--- src/rtl/sica_seq_ctrl.sv ---
// Central sequencer for the Simplex-FastICA core: sample-memory load addressing and
// the per-component sweep/update/convergence loop. Optional watchdog: SICA_TIMEOUT_EN.
module sica_seq_ctrl #(
  parameter int DATA_WIDTH     = 32,
  parameter int SAMPLES        = 1024,
  parameter int DIM            = 5,
  parameter int MAX_ITERATIONS = 500,
  parameter int LOGM           = 10,
  localparam int AW = $clog2(DIM*SAMPLES),
  localparam int CW = $clog2(DIM),
  localparam int IW = $clog2(MAX_ITERATIONS+1)
) (
  input  logic                  clk,
  input  logic                  reset,
  input  logic                  load_data,
  input  logic                  serial_z_valid,
  input  logic [DATA_WIDTH-1:0] serial_z_in,
  input  logic                  sica_start,
  output logic                  mem_we,
  output logic [AW-1:0]         mem_waddr,
  output logic [DATA_WIDTH-1:0] mem_wdata,
  output logic                  rd_en,
  output logic [LOGM-1:0]       rd_sample,
  output logic [CW-1:0]         comp_idx,
  output logic                  acc_clear,
  output logic                  upd_start,
  input  logic                  upd_done,
  input  logic                  converged,
  output logic [IW-1:0]         iter_count,
  output logic                  load_full,
  output logic                  sica_busy,
  output logic                  sica_complete,
  output logic                  err_overrun,
  output logic                  err_timeout,
  output logic [2:0]            state_dbg
);

  typedef enum logic [2:0] {
    S_IDLE  = 3'd0,
    S_CLR   = 3'd1,
    S_SWEEP = 3'd2,
    S_UPD   = 3'd3,
    S_WAIT  = 3'd4,
    S_NEXT  = 3'd5,
    S_DONE  = 3'd6
  } state_t;

  localparam logic [AW:0]     TOTAL_W   = (AW+1)'(DIM*SAMPLES);
  localparam logic [LOGM-1:0] LAST_SMP  = LOGM'(SAMPLES-1);
  localparam logic [CW-1:0]   LAST_COMP = CW'(DIM-1);
  localparam logic [IW-1:0]   MAX_IT    = IW'(MAX_ITERATIONS);

  state_t      state, state_nx;
  logic        load_active, start_ok, timeout;
  logic        load_q, load_rise, full_eff, do_write;
  logic [AW:0] wcnt, wbase, wnext;
  logic [IW-1:0] iter_inc;

  // Handshake: upd_start is a one-cycle request; upd_done is honoured only in WAIT,
  // and converged is sampled in that same cycle.
  assign load_active = (state == S_IDLE) || (state == S_DONE);
  assign start_ok    = sica_start && load_full && load_active;
  assign iter_inc    = iter_count + 1'b1;

  // A rising load_data restarts the window in the same cycle it is seen.
  assign load_rise = load_data && !load_q;
  assign wbase     = load_rise ? '0 : wcnt;
  assign full_eff  = load_rise ? 1'b0 : load_full;
  assign wnext     = wbase + 1'b1;
  assign do_write  = load_active && load_data && serial_z_valid && !full_eff;

  always_ff @(posedge clk or posedge reset) begin
    if (reset) begin
      load_q      <= 1'b0;
      wcnt        <= '0;
      load_full   <= 1'b0;
      err_overrun <= 1'b0;
      mem_we      <= 1'b0;
      mem_waddr   <= '0;
      mem_wdata   <= '0;
    end else begin
      load_q <= load_data;
      mem_we <= do_write;
      if (do_write) begin
        mem_waddr <= wbase[AW-1:0];
        mem_wdata <= serial_z_in;
      end
      if (load_active) begin
        if (load_rise) begin
          wcnt        <= '0;
          load_full   <= 1'b0;
          err_overrun <= 1'b0;
        end
        if (do_write) begin
          wcnt      <= wnext;
          load_full <= (wnext == TOTAL_W);
        end else if (!load_data && !load_full) begin
          wcnt <= '0;
        end
        if (serial_z_valid && full_eff) err_overrun <= 1'b1;
      end
    end
  end

  always_comb begin
    state_nx = state;
    case (state)
      S_IDLE, S_DONE: if (start_ok) state_nx = S_CLR;
      S_CLR:          state_nx = S_SWEEP;
      S_SWEEP:        if (rd_sample == LAST_SMP) state_nx = S_UPD;
      S_UPD:          state_nx = S_WAIT;
      S_WAIT: begin
        if (upd_done) state_nx = (converged || iter_inc == MAX_IT) ? S_NEXT : S_CLR;
        else if (timeout) state_nx = S_DONE;
      end
      S_NEXT:         state_nx = (comp_idx == LAST_COMP) ? S_DONE : S_CLR;
      default:        state_nx = S_IDLE;
    endcase
  end

  always_ff @(posedge clk or posedge reset) begin
    if (reset) begin
      state      <= S_IDLE;
      rd_sample  <= '0;
      comp_idx   <= '0;
      iter_count <= '0;
    end else begin
      state <= state_nx;
      case (state)
        S_IDLE, S_DONE: if (start_ok) begin
          comp_idx   <= '0;
          iter_count <= '0;
        end
        S_CLR:   rd_sample <= '0;
        S_SWEEP: rd_sample <= rd_sample + 1'b1;
        S_WAIT:  if (upd_done) iter_count <= iter_inc;
        S_NEXT:  if (comp_idx != LAST_COMP) begin
          comp_idx   <= comp_idx + 1'b1;
          iter_count <= '0;
        end
        default: ;
      endcase
    end
  end

  assign acc_clear     = (state == S_CLR);
  assign rd_en         = (state == S_SWEEP);
  assign upd_start     = (state == S_UPD);
  assign sica_busy     = !load_active;
  assign sica_complete = (state == S_DONE);
  assign state_dbg     = state;

`ifdef SICA_TIMEOUT_EN
  logic [15:0] wd_cnt;
  logic        err_to_q;

  assign timeout     = (state == S_WAIT) && !upd_done && (wd_cnt == 16'hFFFF);
  assign err_timeout = err_to_q;

  always_ff @(posedge clk or posedge reset) begin
    if (reset) begin
      wd_cnt   <= '0;
      err_to_q <= 1'b0;
    end else begin
      if ((state == S_WAIT) && !upd_done) wd_cnt <= wd_cnt + 1'b1;
      else wd_cnt <= '0;
      if (start_ok) err_to_q <= 1'b0;
      else if (timeout) err_to_q <= 1'b1;
    end
  end
`else
  assign timeout     = 1'b0;
  assign err_timeout = 1'b0;
`endif

endmodule

--- config.mk ---
export PLATFORM = sky130hd
export DESIGN_NAME = sica_seq_ctrl
export DESIGN_NICKNAME = d
export VERILOG_FILES = /design/src/rtl/sica_seq_ctrl.sv
export SDC_FILE = /design/constraint.sdc
export NUM_CORES = 1
export LEC_CHECK = 0
export ABC_CLOCK_PERIOD_IN_PS = 6800
export BUFFER_PORTS_ARGS = -buffer_cell sky130_fd_sc_hd__buf_4
export CAP_MARGIN = 0
export CORE_ASPECT_RATIO = 0.8
export CORE_UTILIZATION = 44
export DETAILED_ROUTE_END_ITERATION = 6
export PLACE_DENSITY_LB_ADDON = 0.12
export SETUP_SLACK_MARGIN = 0.02
export SLEW_MARGIN = 20
export SYNTH_ARGS = -nofsm -noshare
export SYNTH_HDL_FRONTEND = slang
export SYNTH_SLANG_ARGS = --single-unit
--- constraint.sdc ---
create_clock -name clk -period 6.8 [get_ports clk]
set_clock_uncertainty 0.15 [all_clocks]
set_input_delay 1.02 -clock clk [delete_from_list [all_inputs] [get_ports clk]]
set_output_delay 1.02 -clock clk [all_outputs]
set_load 0.02 [all_outputs]
# After elaboration in Yosys (flattened, before gate mapping)
# Cells that the tools add are included.
dict set report totals {
  reg_bits 88
  latch_bits 0
  ram_bits 0
  rom_bits 0
  in_bits 39
  output_inout_bits 79
  elab_cells 76
  memories 0
}
dict set report classes {
  addsub 4
  multipliers 0
  div_mod_pow 0
  magnitude_cmp 0
  n_eq_ne 15
  shifts 0
  mux 21
  n_bitwise 0
  reduce_logical 25
}
# operator n
set op_table {}
lappend op_table {{$mux W14} 3}
lappend op_table {{$mux W9} 3}
lappend op_table {{$pmux W9 S3} 1}
lappend op_table {{$mux W3} 7}
lappend op_table {{$pmux W10 S2} 1}
lappend op_table {{$pmux W3 S6} 1}
lappend op_table {{$add A14 B1 Y14 const B} 1}
lappend op_table {{$eq A14 B13 Y1 const B} 1}
lappend op_table {{$eq A3 B3 Y1 const B} 4}
lappend op_table {{$add A10 B1 Y10 const B} 1}
lappend op_table {{$eq A10 B10 Y1 const B} 1}
lappend op_table {{$add A9 B1 Y9 const B} 1}
lappend op_table {{$eq A9 B9 Y1 const B} 1}
lappend op_table {{$logic_and A1 B1 Y1} 8}
lappend op_table {{$eq A3 B2 Y1 const B} 2}
lappend op_table {{$ne A2 B2 Y1 const B} 3}
lappend op_table {{$pmux W3 S2} 1}
lappend op_table {{$reduce_and A3 Y1} 2}
lappend op_table {{$reduce_bool A2 Y1} 3}
lappend op_table {{$logic_not A1 Y1} 5}
lappend op_table {{$mux W1} 4}
lappend op_table {{$reduce_and A4 Y1} 1}
lappend op_table {{$add A3 B1 Y3 const B} 1}
lappend op_table {{$eq A3 B1 Y1 const B} 1}
lappend op_table {{7 further kinds} 8}

# Logic depth before layout (Yosys ltp)
# Gate-level depths: netlist of run 1.
dict set report logic_depth {
  depth_word 6
  ltp_mapped 11
  ltp_nobuf 9
}

# Least setup slack after synthesis of run 1
# OpenSTA, ideal clock, no wires.
dict set report synth_timing {
  path_kind {in2reg}
  startpoint {input load_data}
  endpoint {register load_full}
  setup_time_ns 0.082
  arrival_time_ns 3.101
  required_ns 6.568
  setup_slack_ns 3.467
  cell_stages 11
  n_path_buf 2
  cell_sequence {nand2b_1 > clkbuf_1 > and2_1 > ha_1 > and3_1 > buf_6 > nand4_4 > or4_4 > a21oi_2 > a32oi_1 > a31oi_1}
}
dict set report synth_via {
  elab_chain_len 5
  word_cells_on_any_way 10
  cone_classes {add/sub: 1; eq/ne: 1; mux: 3; reduce/logical: 5}
}
# element line
set synth_rtl {}
lappend synth_rtl {{start: declaration} 15} ;# input logic load_data,
lappend synth_rtl {{$logic_and A1 B1 Y1} 66} ;# assign load_rise = load_data && !load_q;
lappend synth_rtl {{$mux W14} n/a}
lappend synth_rtl {{named net wbase[0]} 56} ;# logic [AW:0] wcnt, wbase, wnext;
lappend synth_rtl {{$add A14 B1 Y14} 69} ;# assign wnext = wbase + 1'b1;
lappend synth_rtl {{$eq A14 B13 Y1} 96} ;# load_full <= (wnext == TOTAL_W);
lappend synth_rtl {{$mux W1} 94} ;# if (do_write) begin
lappend synth_rtl {{end signal: assignment} 96}
lappend synth_rtl {{end: declaration} 30} ;# output logic load_full,
# The timed path passes the listed nets, and every way through them passes these cells.
# A chain may end at the register's enable or synchronous reset.

# Worst setup path after layout of run 1
# Ends and elaborated chain as after synthesis.

==> run metrics, run 1 <==
status finished with violations; failing checks design-rule violations; EDFF count, synth 0; largest family of logic cells by synthesized area simple AND/OR/NAND/NOR gates; most area-consuming cells after synthesis dfrtp_1, nand2_1, o21ai_0, nand3_1, a21oi_1; Cells after Synth between 400 and 500; setup ws final 3.18 ns; Buf/Inv on CP 1; drt wl/cell between 10 and 15 um; xor and xnor area share after synthesis 1.23%; mapped cell area about 0.0043 mm^2; Pleak around 2.7 nW; most frequent cell after synthesis nand2_1; cell taking the most area after synthesis dfrtp_1; clk root buf clkbuf_16; Finished Layout Cells approximately 720; Antenna diodes 0; startpoint types input pin; Placed Instances roughly 700; Via Count approximately 3900; RSZ-0062 raised after global routing no; CP Class input pin to register; CTS Hold Bufs 0; critical path data arrival time about 3.7 ns; register area share after synthesis 51.5%; CTS Sinks 88; worst hold slack approximately 0.32 ns; grt total ovfl 0; drt total wl between 10000 and 15000 um; initial antenna violation count 0; crit path max fanout 21; # fillers a little over 800; Netlist cell types 56; post-CTS setup buffers 0; post-CTS sizing 0; CTS H-tree lvls 3; 1st-pass router iterations 7; number of remaining DRC errors 13; vias in the first global route 3628; R2R depth 8; Post-Synth Adder-Cell Area under 10%; GR Util All Layers between 20 and 25%; max-slew violations 0; maximum vdd ir drop 245 uV; Initial Util a little under half; Hold Vio Cnt, Final 0; clk_lat worst skew 0.34 ns; simple-gate share of the synthesized area between 20% and 30%; chip height about 90 um; pwr dens slightly below 400 mW/mm^2; Synthesis Warnings 0; Die ar. approximately 0.010 mm^2; CTS Buf Count 9; Worst path depth 10; worst reg2reg startpoint state_dbg[0]; reg-to-reg endpoint mem_wdata[19]; crit path from load_data; Avg Cell Area, Syn 8.63 um^2; Critical Path RT around 7 ns; FMAX approximately 0.28 GHz; CP endpoint load_full; Slew @ Worst Pin 0.848 ns; hold crit path type register to register; Synth-to-Final Area Change 28.7%; fin crit share roughly 53%; FP Rows 31; Final Critical Period 3.62 ns; post-synth net total 540; Slew HR approximately 43%; Synth Register Bits 88; DR iter-0 viols 370; Synth Area in Compound Gates between 10% and 20%; CP max stage delay roughly 0.60 ns; core area 0.00923 mm^2; Worst R2R Setup Slack approximately 3.5 ns; port bufs approximately 120; CP endpoint kind register; # IOs about 120; GPL Wtd Cong about 0.82; Critical-path top delay cell nand2b_1; Synth Flop Type dfrtp_1; async set-reset flop share out of synthesis 100%; CP top delay family simple AND/OR/NAND/NOR gates; mux contribution to synthesized area less than 1%; DIE WIDTH 112 um; worst slack, placed ~2.8 ns; critical path, cell by cell buf_4 > nand2b_1 > and2_1 > ha_1 > and3_1 > nand4_4 > or4_4 > a21oi_2 > a32oi_1 > a31oi_1; CTS tree yes; antenna viol nets, final 0; Final nets 643; CTS clock-pin slew for the worst setup and hold paths 0.06 ns; global-route wire length before repair between 15000 and 20000 um; Avg Vias per Cell around 5.4; Clock Tree Buf Depth 2; Commonest cells post-synth nand2_1, dfrtp_1, o21ai_0; largest net degree at the start of global routing 55; Max-cap violations 0; post-synth top area share roughly half; Fin Setup TNS 0 ns; setup violators final 0; layout cells sized above 1 between 20% and 30%; Post-DP HPWL 7220 um
per-stage QoR:
stage,util [%],total power (W),area [um^2]
final,59.7,0.00212,5510
after global routing,59.7,0.00227,5510
after CTS,59.7,0.00214,5510
after detailed placement,56.3,0.00163,5200
after global placement,56.3,0.00162,5200
after floorplan,-,0.00129,4280
flip-flops by register name (all words and copies together), names as in the netlist:
name,flops
load_q,1
load_full,1
comp_idx,3
err_overrun,1
iter_count,9
mem_wdata,32
wcnt,14
mem_we,1
state_dbg,3
rd_sample,10
mem_waddr,13
how the worst min path moves through the flow:
stage	cells after the start	from	to
floorplan	1	wcnt[13]	wcnt[13]
global placement	2	mem_waddr[5]	mem_waddr[5]
detailed placement	2	mem_wdata[5]	mem_wdata[5]
CTS	2	mem_waddr[5]	mem_waddr[5]
global route	2	mem_wdata[30]	mem_wdata[30]
finish	2	mem_waddr[8]	mem_waddr[8]
worst register-to-register path, stage by stage (launching register included):
cell	delay, ns
dfrtp_1	0.76
clkinv_1	0.44
and2_1	0.36
nand2_1	0.09
buf_4	0.41
inv_1	0.50
buf_4	0.38
nand2_1	0.11
nand2_1	0.05
placed cells by master (no fill, tap or decap), types with 3 or more instances in the layout:
| cell type | count |
|---|---|
| o31ai_1 | 9 |
| nand2_1 | 149 |
| xnor2_1 | 5 |
| ha_1 | 5 |
| a31oi_1 | 5 |
| clkbuf_16 | 9 |
| inv_1 | 7 |
| nand2b_1 | 5 |
| and3_1 | 6 |
| o21ai_0 | 47 |
| nor3_1 | 6 |
| nor2_1 | 21 |
| nand4_1 | 9 |
| nor2b_1 | 8 |
| and2_1 | 3 |
| dfrtp_1 | 88 |
| a21oi_1 | 20 |
| nor3b_1 | 4 |
| or2_2 | 3 |
| buf_4 | 120 |
| nand3_1 | 27 |
cell type report:
cell class	count	area (um^2)	share of cell area, %
Clock buffer	11	253	4.59
Clock inverter	4	53.8	0.977
Inverter	10	38.8	0.704
Multi-Input combinational cell	370	1920	34.8
Sequential cell	88	2200	40.0
Tap cell	115	144	2.61
Timing Repair Buffer	120	901	16.4
report_power, final:
| group | leakage [nW] | total, W | switching [W] | internal [W] |
|---|---|---|---|---|
| logic | 1.42 | 0.000831 | 0.000505 | 0.000326 |
| registers | 1.16 | 0.000790 | 0.000135 | 0.000655 |
| clock network | 0.144 | 0.000503 | 0.000200 | 0.000303 |
logic make-up (layout without fill, tap and decap cells):
group	Yosys count	after routing
AOI/OAI and AO/OA	104	104
xor gates and xnor gates	6	6
adders and majority gates	5	5
buffers and inverters	38	145
DFF	88	88
muxes	4	4
other	1	1
and+or+nand+nor	250	250
routing by layer:
| metal | wire [um] | global-route usage, % |
|---|---|---|
| met5 | 0 | 0 |
| met4 | 104 | 5.89 |
| met3 | 732 | 4.86 |
| met2 | 4540 | 32.9 |
| met1 | 5070 | 31.6 |
Power figures use the tool's default switching activity.
==> inputs of run 2 (changes only) <==
- ABC_AREA: default -> 1
- ABC_CLOCK_PERIOD_IN_PS: 6800 -> 3200
- clock period: 6.8 -> 3.2 ns (I/O delays scaled with it)
==> run 2 against run 1 <==
The run now ends clean. Area after synthesis rose by 2.5%. Global-route usage rose by 0.80 points. Die area rose by 2.5%. Sequential share of layout area fell by 0.88 points. Setup slack got worse by 2.6 ns. Power rose by 8.3%. Core utilization fell by 1.3 points. Sequential power rose by 44%. Critical endpoint unchanged.
==> run metrics, run 2 <==
initial antenna violation count 0 (unchanged); cell taking the most area after synthesis dfrtp_1 (unchanged); critical path, cell by cell inv_1 > nand3_2 > nand2_4 > inv_4 > nor2_8 > buf_4 > nand3_1 > nor2_1 > nand2_1 > nor2_1 > nand4_1 > nand2_1 (was buf_4 > nand2b_1 > and2_1 > ha_1 > and3_1 > nand4_4 > or4_4 > a21oi_2 > a32oi_1 > a31oi_1); DR iter-0 viols 313 (was 370); largest net degree at the start of global routing 60 (was 55); Via Count 4069 (was 3876); Max-cap violations 0 (unchanged); number of remaining DRC errors 0 (was 13); CTS H-tree lvls 3 (unchanged); port bufs 116 (unchanged); Synth-to-Final Area Change 28.3% (was 28.7%); post-synth net total 597 (was 540); Critical-path top delay cell dfrtp_1 (was nand2b_1); CP top delay family simple AND/OR/NAND/NOR gates (unchanged); Critical Path RT 3.32 ns (was 6.91 ns); Slew HR 37.7% (was 43.5%); commonest cells after routing, fill and taps aside nand2_1, buf_4, dfrtp_1, inv_1, nor2_1 (was nand2_1, buf_4, dfrtp_1, o21ai_0, nand3_1); Slew @ Worst Pin 0.934 ns (was 0.848 ns); Buf/Inv on CP 3 (was 1); global-route wire length before repair 18400 um (was 17800 um); antenna viol nets, final 0 (unchanged); clk root buf clkbuf_16 (unchanged); worst slack, placed 0.598 ns (was 2.82 ns); Pleak 3.08 nW (was 2.73 nW); Final nets 710 (was 643); setup ws final 0.611 ns (was 3.18 ns); Clock Tree Buf Depth 2 (unchanged); grt total ovfl 0 (unchanged); drt total wl 11100 um (was 10400 um); FP Rows 32 (was 31); Commonest cells post-synth nand2_1, dfrtp_1, inv_1 (was nand2_1, dfrtp_1, o21ai_0); most area-consuming cells after synthesis dfrtp_1, nand2_1, inv_1, nand3_1, o21ai_0 (was dfrtp_1, nand2_1, o21ai_0, nand3_1, a21oi_1); CTS clock-pin slew for the worst setup and hold paths 0.06 ns (about the same); Synth Register Bits 88 (unchanged); RSZ-0062 raised after global routing no (unchanged); Post-DP HPWL 7780 um (was 7220 um); Design Area, Final 0.00563 mm^2 (was 0.00551 mm^2); critical path data arrival time 2.71 ns (was 3.73 ns); clk_lat worst skew 0.33 ns (was 0.34 ns); FMAX just under 0.4 GHz; CP max stage delay 0.45 ns (was 0.60 ns); setup violators final 0 (unchanged); GPL Wtd Cong 0.906 (was 0.817); most frequent cell after synthesis nand2_1 (unchanged); CTS Hold Bufs 0 (unchanged); Fin Setup TNS 0 ns (unchanged); number of flip-flops under the largest register name 32 (unchanged); crit path max fanout 47 (was 21); Netlist cell types 40 (was 56); Antenna diodes 0 (unchanged); Final Critical Period ~2.6 ns; startpoint types register (was input pin); Finished Layout Cells 806 (was 718); register area share after synthesis 50.2% (was 51.5%); Hold Vio Cnt, Final 0 (unchanged); Avg Cell Area, Syn 7.93 um^2 (was 8.63 um^2); CP Class register to register (was input pin to register); post-CTS sizing 0 (unchanged); Avg Vias per Cell 5.05 (was 5.40); Die ar. 0.0104 mm^2 (was 0.0101 mm^2); EDFF count, synth 0 (unchanged); maximum vdd ir drop 307 uV (was 245 uV); post-synth top area share 50.2% (was 51.5%); # IOs 118 (unchanged); fin crit share just over 80%; CP endpoint kind register (unchanged); Placed Instances 791 (was 703); post-CTS setup buffers 0 (unchanged); total power 0.00230 W (was 0.00212 W); commonest non-fill, non-tap cell in the layout nand2_1 (unchanged); Biggest register mem_wdata (unchanged); largest registers mem_wdata: 32 flops, wcnt: 14 flops, mem_waddr: 13 flops (unchanged); Initial Util 45.5% (was 46.4%); vias in the first global route 3923 (was 3628); status finished, final reports clean (was finished with violations); layout cells sized above 1 22.4% (was 24.2%); CTS Buf Count 9 (unchanged); CTS Sinks 88 (unchanged); drt wl/cell 13.8 um (was 14.5 um); CTS tree yes (unchanged); Synth Flop Type dfrtp_1 (unchanged); hold crit path type input pin to asynchronous set/reset pin (was register to register); async set-reset flop share out of synthesis 100% (unchanged); Post-Place Cell Area 0.00536 mm^2 (was 0.00520 mm^2); Synthesis Warnings 0 (unchanged); chip height 91.3 um (was 90.2 um); pwr dens 408 mW/mm^2 (was 386 mW/mm^2); core area 0.00965 mm^2 (was 0.00923 mm^2); 1st-pass router iterations 5 (was 7); DIE WIDTH 114 um (was 112 um); max-slew violations 0 (unchanged); GR Util All Layers 22.6% (was 21.8%); Cells after Synth 553 (was 496); mapped cell area 0.00439 mm^2 (was 0.00428 mm^2)
-- run 2: logic make-up after synthesis --
kind of cell | Yosys count | synth area share (%)
flops | 88 | 50.2
mux | 1 | 0.228
fa+ha+maj | 5 | 1.43
buf+inv | 76 | 7.67
simple gates | 304 | 29.5
xor+xnor | 6 | 1.20
other cells | 1 | 0.0855
compound gates | 72 | 9.72
-- run 2: power by group --
| group | total (W) | switching [W] | internal, W |
|---|---|---|---|
| combinational | 0.000172 | 0.0000998 | 0.0000718 |
| sequential | 0.00114 | 0.0000118 | 0.00113 |
| clock | 0.000983 | 0.000418 | 0.000565 |
| total | 0.00230 | 0.000530 | 0.00177 |
-- run 2: path summary, 6_finish.rpt --
| check | startpoint | to | slack [ns] | cells past startpoint |
|---|---|---|---|---|
| setup / recovery | state_dbg[0] | load_full | 0.61 | 12 |
| hold / removal | reset | mem_wdata[13] | 0.07 | 2 |
| setup reg to reg | state_dbg[0] | load_full | 0.61 | 12 |
| hold reg to reg | mem_wdata[26] | mem_wdata[26] | 0.32 | 2 |
| max in group asynchronous | reset | iter_count[3] | 2.13 | 3 |
| min in group clk | load_data | load_q | 0.12 | 1 |
-- run 2: cell type report --
type	instances	area, um^2
Clock buffer	13	260
Clock inverter	2	15.0
Fill cell	907	4020
Inverter	58	221
Multi-Input combinational cell	389	1850
Sequential cell	88	2200
Tap cell	136	170
Timing Repair Buffer	120	913
-- run 2: per-layer routing --
metal	vias to the layer above	global-route usage, %	routed length (um)
met2	136	35.9	5200
met1	1924	30.3	5110
met4	0	7.68	139
met5	-	0	0
li1	1996	-	-
met3	13	5.14	643
-- run 2: stage by stage --
| step | hold WS [ns] | utilization (%) |
|---|---|---|
| after floorplan | 0.307 | - |
| after global placement | 0.307 | 55.5 |
| after detailed placement | 0.310 | 55.5 |
| after CTS | 0.0904 | 58.4 |
| after global routing | 0.113 | 58.4 |
| final | 0.0685 | 58.4 |
